$ cat src/rtl/mmio_uart_tx_if.sv
// CPU-side MMIO bus for mmio_uart_tx: address, write data/strobe, registered read data and select.
// The read-data signal is named dout because "do" is a reserved SystemVerilog keyword.
interface mmio_uart_tx_if;
  logic [15:0] addr;
  logic [7:0]  di;
  logic        we;
  logic [7:0]  dout;
  logic        sel;

  modport master (
    output addr,
    output di,
    output we,
    input  dout,
    input  sel
  );

  modport slave (
    input  addr,
    input  di,
    input  we,
    output dout,
    output sel
  );
endinterface

$ cat src/rtl/mmio_uart_tx.sv
// Memory-mapped UART transmitter: DATA/STATUS registers, transmit FIFO, 8N1 serial framer.
// Define UART_TX_PARITY_EN to insert an even-parity bit after the data bits (8E1 framing).
module mmio_uart_tx #(
  parameter logic [15:0] BASE_ADDR    = 16'hFF00,
  parameter int unsigned CLKS_PER_BIT = 4,
  parameter int unsigned FIFO_DEPTH   = 4
) (
  input  logic           clk,
  input  logic           rst,
  mmio_uart_tx_if.slave  bus,
  output logic           tx
);

  localparam int unsigned PTR_W = (FIFO_DEPTH > 1) ? $clog2(FIFO_DEPTH) : 1;
  localparam int unsigned CNT_W = PTR_W + 1;
  localparam int unsigned TMR_W = 8;
  localparam int unsigned IDX_W = 3;
  localparam logic [15:0] STATUS_ADDR = BASE_ADDR + 16'd1;

  localparam logic [2:0] S_IDLE   = 3'd0;
  localparam logic [2:0] S_START  = 3'd1;
  localparam logic [2:0] S_DATA   = 3'd2;
`ifdef UART_TX_PARITY_EN
  localparam logic [2:0] S_PARITY = 3'd3;
`endif
  localparam logic [2:0] S_STOP   = 3'd4;

  // Address decode
  logic hit_data_c;
  logic hit_status_c;
  logic wr_data_c;
  logic wr_status_c;

  assign hit_data_c   = (bus.addr == BASE_ADDR);
  assign hit_status_c = (bus.addr == STATUS_ADDR);
  assign wr_data_c    = bus.we & hit_data_c;
  assign wr_status_c  = bus.we & hit_status_c;

  // FIFO storage and bookkeeping
  logic [7:0]       mem [FIFO_DEPTH];
  logic [PTR_W-1:0] wr_ptr;
  logic [PTR_W-1:0] rd_ptr;
  logic [CNT_W-1:0] count;
  logic             overflow;
  logic             empty_c;
  logic             full_c;
  logic             push_c;
  logic             pop_c;
  logic [7:0]       head_c;

  assign empty_c = (count == '0);
  assign full_c  = (count == CNT_W'(FIFO_DEPTH));
  assign head_c  = mem[rd_ptr];
  // A simultaneous pop frees the slot being written, so a full FIFO can still accept
  assign push_c  = wr_data_c & (~full_c | pop_c);

  always_ff @(posedge clk) begin
    if (push_c) begin
      mem[wr_ptr] <= bus.di;
    end
  end

  always_ff @(posedge clk or posedge rst) begin
    if (rst) begin
      wr_ptr <= '0;
      rd_ptr <= '0;
      count  <= '0;
    end else begin
      if (push_c) begin
        wr_ptr <= wr_ptr + PTR_W'(1);
      end
      if (pop_c) begin
        rd_ptr <= rd_ptr + PTR_W'(1);
      end
      case ({push_c, pop_c})
        2'b10:   count <= count + CNT_W'(1);
        2'b01:   count <= count - CNT_W'(1);
        default: count <= count;
      endcase
    end
  end

  // Sticky overflow; a dropped write in the same cycle as a clear keeps it set
  always_ff @(posedge clk or posedge rst) begin
    if (rst) begin
      overflow <= 1'b0;
    end else if (wr_data_c & ~push_c) begin
      overflow <= 1'b1;
    end else if (wr_status_c) begin
      overflow <= 1'b0;
    end
  end

  // Transmit FSM state
  logic [2:0]       state;
  logic [2:0]       state_d;
  logic [TMR_W-1:0] timer;
  logic [TMR_W-1:0] timer_d;
  logic [IDX_W-1:0] bit_idx;
  logic [IDX_W-1:0] bit_idx_d;
  logic [7:0]       shift;
  logic [7:0]       shift_d;
  logic             tx_d;
  logic             busy_c;
  logic             timer_last_c;
`ifdef UART_TX_PARITY_EN
  logic             par;
  logic             par_d;
`endif

  assign busy_c       = (state != S_IDLE);
  assign timer_last_c = (timer == TMR_W'(CLKS_PER_BIT - 1));

  always_ff @(posedge clk or posedge rst) begin
    if (rst) begin
      state   <= S_IDLE;
      timer   <= '0;
      bit_idx <= '0;
      shift   <= '0;
      tx      <= 1'b1;
`ifdef UART_TX_PARITY_EN
      par     <= 1'b0;
`endif
    end else begin
      state   <= state_d;
      timer   <= timer_d;
      bit_idx <= bit_idx_d;
      shift   <= shift_d;
      tx      <= tx_d;
`ifdef UART_TX_PARITY_EN
      par     <= par_d;
`endif
    end
  end

  // Next-state logic; tx_d is the line level for the cycle after this edge
  always_comb begin
    state_d   = state;
    timer_d   = timer;
    bit_idx_d = bit_idx;
    shift_d   = shift;
    tx_d      = tx;
    pop_c     = 1'b0;
`ifdef UART_TX_PARITY_EN
    par_d     = par;
`endif

    case (state)
      S_IDLE: begin
        tx_d = 1'b1;
        if (!empty_c) begin
          pop_c   = 1'b1;
          shift_d = head_c;
          state_d = S_START;
          timer_d = '0;
          tx_d    = 1'b0;
`ifdef UART_TX_PARITY_EN
          par_d   = ^head_c;
`endif
        end
      end

      S_START: begin
        if (timer_last_c) begin
          timer_d   = '0;
          bit_idx_d = '0;
          state_d   = S_DATA;
          tx_d      = shift[0];
          shift_d   = {1'b0, shift[7:1]};
        end else begin
          timer_d = timer + TMR_W'(1);
        end
      end

      S_DATA: begin
        if (timer_last_c) begin
          timer_d = '0;
          if (bit_idx == IDX_W'(7)) begin
`ifdef UART_TX_PARITY_EN
            state_d = S_PARITY;
            tx_d    = par;
`else
            state_d = S_STOP;
            tx_d    = 1'b1;
`endif
          end else begin
            bit_idx_d = bit_idx + IDX_W'(1);
            tx_d      = shift[0];
            shift_d   = {1'b0, shift[7:1]};
          end
        end else begin
          timer_d = timer + TMR_W'(1);
        end
      end

`ifdef UART_TX_PARITY_EN
      S_PARITY: begin
        if (timer_last_c) begin
          timer_d = '0;
          state_d = S_STOP;
          tx_d    = 1'b1;
        end else begin
          timer_d = timer + TMR_W'(1);
        end
      end
`endif

      S_STOP: begin
        if (timer_last_c) begin
          timer_d = '0;
          // Chain straight into the next frame when data is waiting
          if (!empty_c) begin
            pop_c   = 1'b1;
            shift_d = head_c;
            state_d = S_START;
            tx_d    = 1'b0;
`ifdef UART_TX_PARITY_EN
            par_d   = ^head_c;
`endif
          end else begin
            state_d = S_IDLE;
            tx_d    = 1'b1;
          end
        end else begin
          timer_d = timer + TMR_W'(1);
        end
      end

      default: begin
        state_d = S_IDLE;
        timer_d = '0;
        tx_d    = 1'b1;
      end
    endcase
  end

  // Registered read port, one-cycle latency
  always_ff @(posedge clk or posedge rst) begin
    if (rst) begin
      bus.dout <= 8'h00;
      bus.sel  <= 1'b0;
    end else if (hit_status_c) begin
      bus.dout <= {4'b0000, overflow, busy_c, full_c, empty_c};
      bus.sel  <= 1'b1;
    end else if (hit_data_c) begin
      bus.dout <= 8'h00;
      bus.sel  <= 1'b1;
    end else begin
      bus.dout <= 8'h00;
      bus.sel  <= 1'b0;
    end
  end

endmodule

$ cat src/flat_wrapper.sv
// flat-port wrapper written by rule: the top's interface ports become plain ports
module mmio_uart_tx_flat 
#(
  parameter logic [15:0] BASE_ADDR    = 16'hFF00,
  parameter int unsigned CLKS_PER_BIT = 4,
  parameter int unsigned FIFO_DEPTH   = 4
)
  (clk, rst, tx, bus_addr, bus_di, bus_we, bus_dout, bus_sel);
  mmio_uart_tx_if bus_i ();
  input  logic clk;
  input  logic rst;
  output logic tx;
  input wire logic [$bits(bus_i.addr)-1:0] bus_addr;
  input wire logic [$bits(bus_i.di)-1:0] bus_di;
  input wire logic [$bits(bus_i.we)-1:0] bus_we;
  output wire logic [$bits(bus_i.dout)-1:0] bus_dout;
  output wire logic [$bits(bus_i.sel)-1:0] bus_sel;
  assign bus_i.addr = bus_addr;
  assign bus_i.di = bus_di;
  assign bus_i.we = bus_we;
  assign bus_dout = bus_i.dout;
  assign bus_sel = bus_i.sel;
  mmio_uart_tx #(.BASE_ADDR(BASE_ADDR), .CLKS_PER_BIT(CLKS_PER_BIT), .FIFO_DEPTH(FIFO_DEPTH)) u_core (.clk(clk), .rst(rst), .bus(bus_i), .tx(tx));
endmodule
$ cat config.mk
export PLATFORM = sky130hd
export DESIGN_NAME = mmio_uart_tx_flat
export DESIGN_NICKNAME = d
export VERILOG_FILES = /design/src/rtl/mmio_uart_tx_if.sv /design/src/rtl/mmio_uart_tx.sv /design/src/flat_wrapper.sv
export SDC_FILE = /design/constraint.sdc
export NUM_CORES = 1
export LEC_CHECK = 0
export BUFFER_PORTS_ARGS = -buffer_cell sky130_fd_sc_hd__buf_2
export CAP_MARGIN = 20
export CORE_MARGIN = 2
export CORE_UTILIZATION = 25
export CTS_BUF_LIST = sky130_fd_sc_hd__clkbuf_4
export CTS_CLUSTER_SIZE = 16
export DETAILED_ROUTE_END_ITERATION = 12
export PLACE_DENSITY = 0.47
export SYNTH_ARGS = -nofsm -noshare
export SYNTH_HDL_FRONTEND = slang
export SYNTH_SLANG_ARGS = --single-unit
$ cat constraint.sdc
create_clock -name clk -period 2.2 [get_ports clk]
set_input_delay 0.66 -clock clk [delete_from_list [all_inputs] [get_ports clk]]
set_output_delay 0.66 -clock clk [all_outputs]
set_load 0.02 [all_outputs]
==> impl_metrics.ini <==
[status]
outcome = finished, final reports clean

[sta]
max_freq_mhz = 465.1
setup_viol = 0
relSlewSlack = 0.6435
period_share = 0.9774
drv_slew = 0
tightest_slew_ns = 0.5348
finalSetupTns_ns = 0
hold_violations = 0
finalClockSkew_ns = 0.009927
setup_slack_ns = 0.04980
period_needed_ns = 2.150
rsz0062_at_grt = true

[pwr]
p_per_area_nw_per_um2 = 1067
p_leak_nw = 1.552
vdd_drop_max_v = 0.0002652

[clock_tree]
cts.sinks = 68
cts-buffers-inserted = 9
clk_pin_slew_ns = 0.11
h-tree-depth = 3
tritoncts = built
clkLatencyLatePin_ns = 0.41
clockBufferDepth = 2
cts_hold_buffers = 0
ctsRootBufferMaster = clkbuf_4

[floorplan]
die_x_um = 115.1
start_util = 0.2567
dieHeight_um = 115.1
rows = 40
io_pins = 37
die-area_um2 = 13240
core_um2 = 12010

[cells_and_area]
seq_area_um2 = 1863
final_core_util = 0.3111
multi_input_area_um2 = 1195
areaGrowthSynthToFinish_pct = 21.23
drive_gt1_frac = 0.3458
nets = 325
fill_cells = 1239
stdcell_count = 443

[global_routing]
grt_util_all_layers = 0.09282
grtUsageMet2 = 0.1404
grt_pass1_vias = 1893
top_usage_layer = met2
grt_pass1_wl_um = 9349
antenna_found_initial = 1
grtUsageMet3 = 0.02267
grt_max_degree = 37
use_met1 = 0.1208
grt_overflow = 0

[yosys]
synth_cells = 230
synth_cell_types = 51
syn_avg_cell_area_um2 = 13.40
synthFlopType = dfrtp_1
syn_area_um2 = 3083
async_flop_share = 0.5294
ys_ff_latch = 68
seq_area_frac_synth = 0.6043
synth_warnings = 0
synth_edf_count = 32

[routing]
drtAntennaViolNets = 0
wire_per_inst_um = 12.78
num_vias = 1942
drt_first_pass_iters = 4
initialDrtViolationCount = 75
drc = 0
routed_wl_um = 5661
routed_via_density = 4.384

[worst_setup_path]
r2r_slack_ns = 0.12
critPathLaunch = bus_addr[6]
path_max_fanout = 4
criticalPathCategory = input pin to flop
r2r_end = u_core.count[2]
crit_path_start_kind = input pin
crit_required_ns = 2.54
critPathCaptureType = flop
crit_arrival_ns = 2.49
worstRegToRegCells = 8
timing.rr.start = u_core.timer[0]

[job]
drv_cap = 0

[placement]
place_congestion = 0.7345
dp_hpwl_um = 4100
placement.io_buffers = 32
dp_cells = 421
dp_slack_ns = -0.4177

[hold_path]
min_path_type = input pin to asynchronous set/reset pin
metrics by stage:
step / hold slack, ns / area [um2] / power, W
2_1_floorplan: 0.4395 / 3103 / 0.002828
3_3_place_gp: 0.4622 / 3535 / 0.003253
3_5_place_dp: 0.4642 / 3535 / 0.003279
4_1_cts: 0.3190 / 3676 / 0.004007
5_1_grt: 0.3466 / 3737 / 0.004297
6_report: 0.3256 / 3737 / 0.003988
timing repair:
action                                  CTS  global route
buffers inserted                          0             5
endpoints found under the setup margin   35            33
gates resized for setup                   4             4
cloned                                    0             0
pin swaps                                 0             9
power breakdown:
| group | switching [W] | leakage, nW | total (W) | internal (W) |
|---|---|---|---|---|
| Combinational | 0.000773 | 0.738 | 0.00156 | 0.000784 |
| Clock | 0.000469 | 0.0663 | 0.000705 | 0.000237 |
| Sequential | 0.000183 | 0.748 | 0.00173 | 0.00154 |
layout make-up:
type                            count  share of cell area
Antenna cell                        1           0.0006696
Clock buffer                        9             0.01808
Clock inverter                      7             0.01406
Inverter                            7            0.007030
Multi-Input combinational cell    148              0.3197
Sequential cell                    68              0.4985
Tap cell                          147             0.04921
Timing Repair Buffer               56             0.09274
worst max-delay path, cell delays in order:
cell	delay, ns
buf_6	0.09
or4_4	0.55
nor4_4	0.33
buf_4	0.18
a211o_4	0.13
fa_2	0.19
mux2i_1	0.21
xor2_1	0.16
per-layer routing:
metal	up-vias	part of all wire
li1	957	-
met2	21	0.48
met1	950	0.46
met5	-	0
met4	0	0.027
met3	14	0.026
state kept, by name, indices dropped and copies added, names as in the netlist:
signal / count
u_core.state: 3
u_core.shift: 8
u_core.mem: 32
u_core.bus.dout: 4
u_core.bit_idx: 3
u_core.wr_ptr: 2
u_core.timer: 8
u_core.overflow: 1
u_core.rd_ptr: 2
u_core.tx: 1
u_core.count: 3
u_core.bus.sel: 1
cell families after synthesis:
| group | count (synthesis) | synth area share |
|---|---|---|
| xor+xnor | 12 | 0.03409 |
| compound gates | 31 | 0.07103 |
| buf+inv | 17 | 0.02638 |
| other cells | 1 | 0.001216 |
| mux | 20 | 0.09984 |
| flops | 68 | 0.6043 |
| fa+ha+maj | 8 | 0.03490 |
| simple gates | 73 | 0.1283 |
Yosys cell counts, types with 3 or more instances:
cell type | instances | area [um2]
ha_1 | 7 | 87.58
nor2_1 | 13 | 48.80
nand4_1 | 4 | 25.02
inv_1 | 7 | 26.28
o21ai_0 | 12 | 60.06
nand3_1 | 6 | 30.03
buf_4 | 4 | 30.03
xor2_1 | 8 | 70.07
mux2i_1 | 9 | 90.09
clkbuf_1 | 3 | 11.26
a21oi_1 | 5 | 25.02
xnor2_1 | 4 | 35.03
mux4_2 | 8 | 180.2
edfxtp_1 | 32 | 960.9
nor3_1 | 4 | 20.02
and2_2 | 4 | 30.03
dfrtp_1 | 35 | 875.8
nand2b_1 | 4 | 25.02
a22o_1 | 3 | 26.28
nand2_1 | 22 | 82.58
worst max path at each step:
stage          depth (start not counted)  slack [ns]                to
2_1_floorplan                          5       -0.25  u_core.mem[0][0]
3_3_place_gp                           6       -0.40  u_core.mem[1][3]
3_5_place_dp                           6       -0.42  u_core.mem[1][4]
4_1_cts                                8       0.002   u_core.count[2]
5_1_grt                                8       -0.04   u_core.count[2]
6_report                               8        0.05   u_core.count[2]
placed cells by master, fill, tap and decap left out, types with 2 or more instances in the layout:
cell      Yosys  final
dfrtp_1      35     35
edfxtp_1     32     32
buf_2         2     31
buf_4         4     24
nand2_1      22     22
nor2_1       13     13
o21ai_0      12     12
mux2i_1       9      9
clkbuf_4      0      9
mux4_2        8      8
xor2_1        8      8
inv_1         7      7
nand3_1       6      6
ha_1          7      6
xnor2_1       4      4
nand2b_1      4      4
a21oi_1       5      4
nand4_1       4      4
and2_4        0      4
conb_1        1      4
nor3_1        4      3
a22o_1        3      3
clkinv_4      0      3
a21oi_2       1      2
or3_1         2      2
mux2_2        2      2
and2_1        2      2
o31ai_1       2      2
clkinv_2      0      2
(Power assumes the default switching activity.)
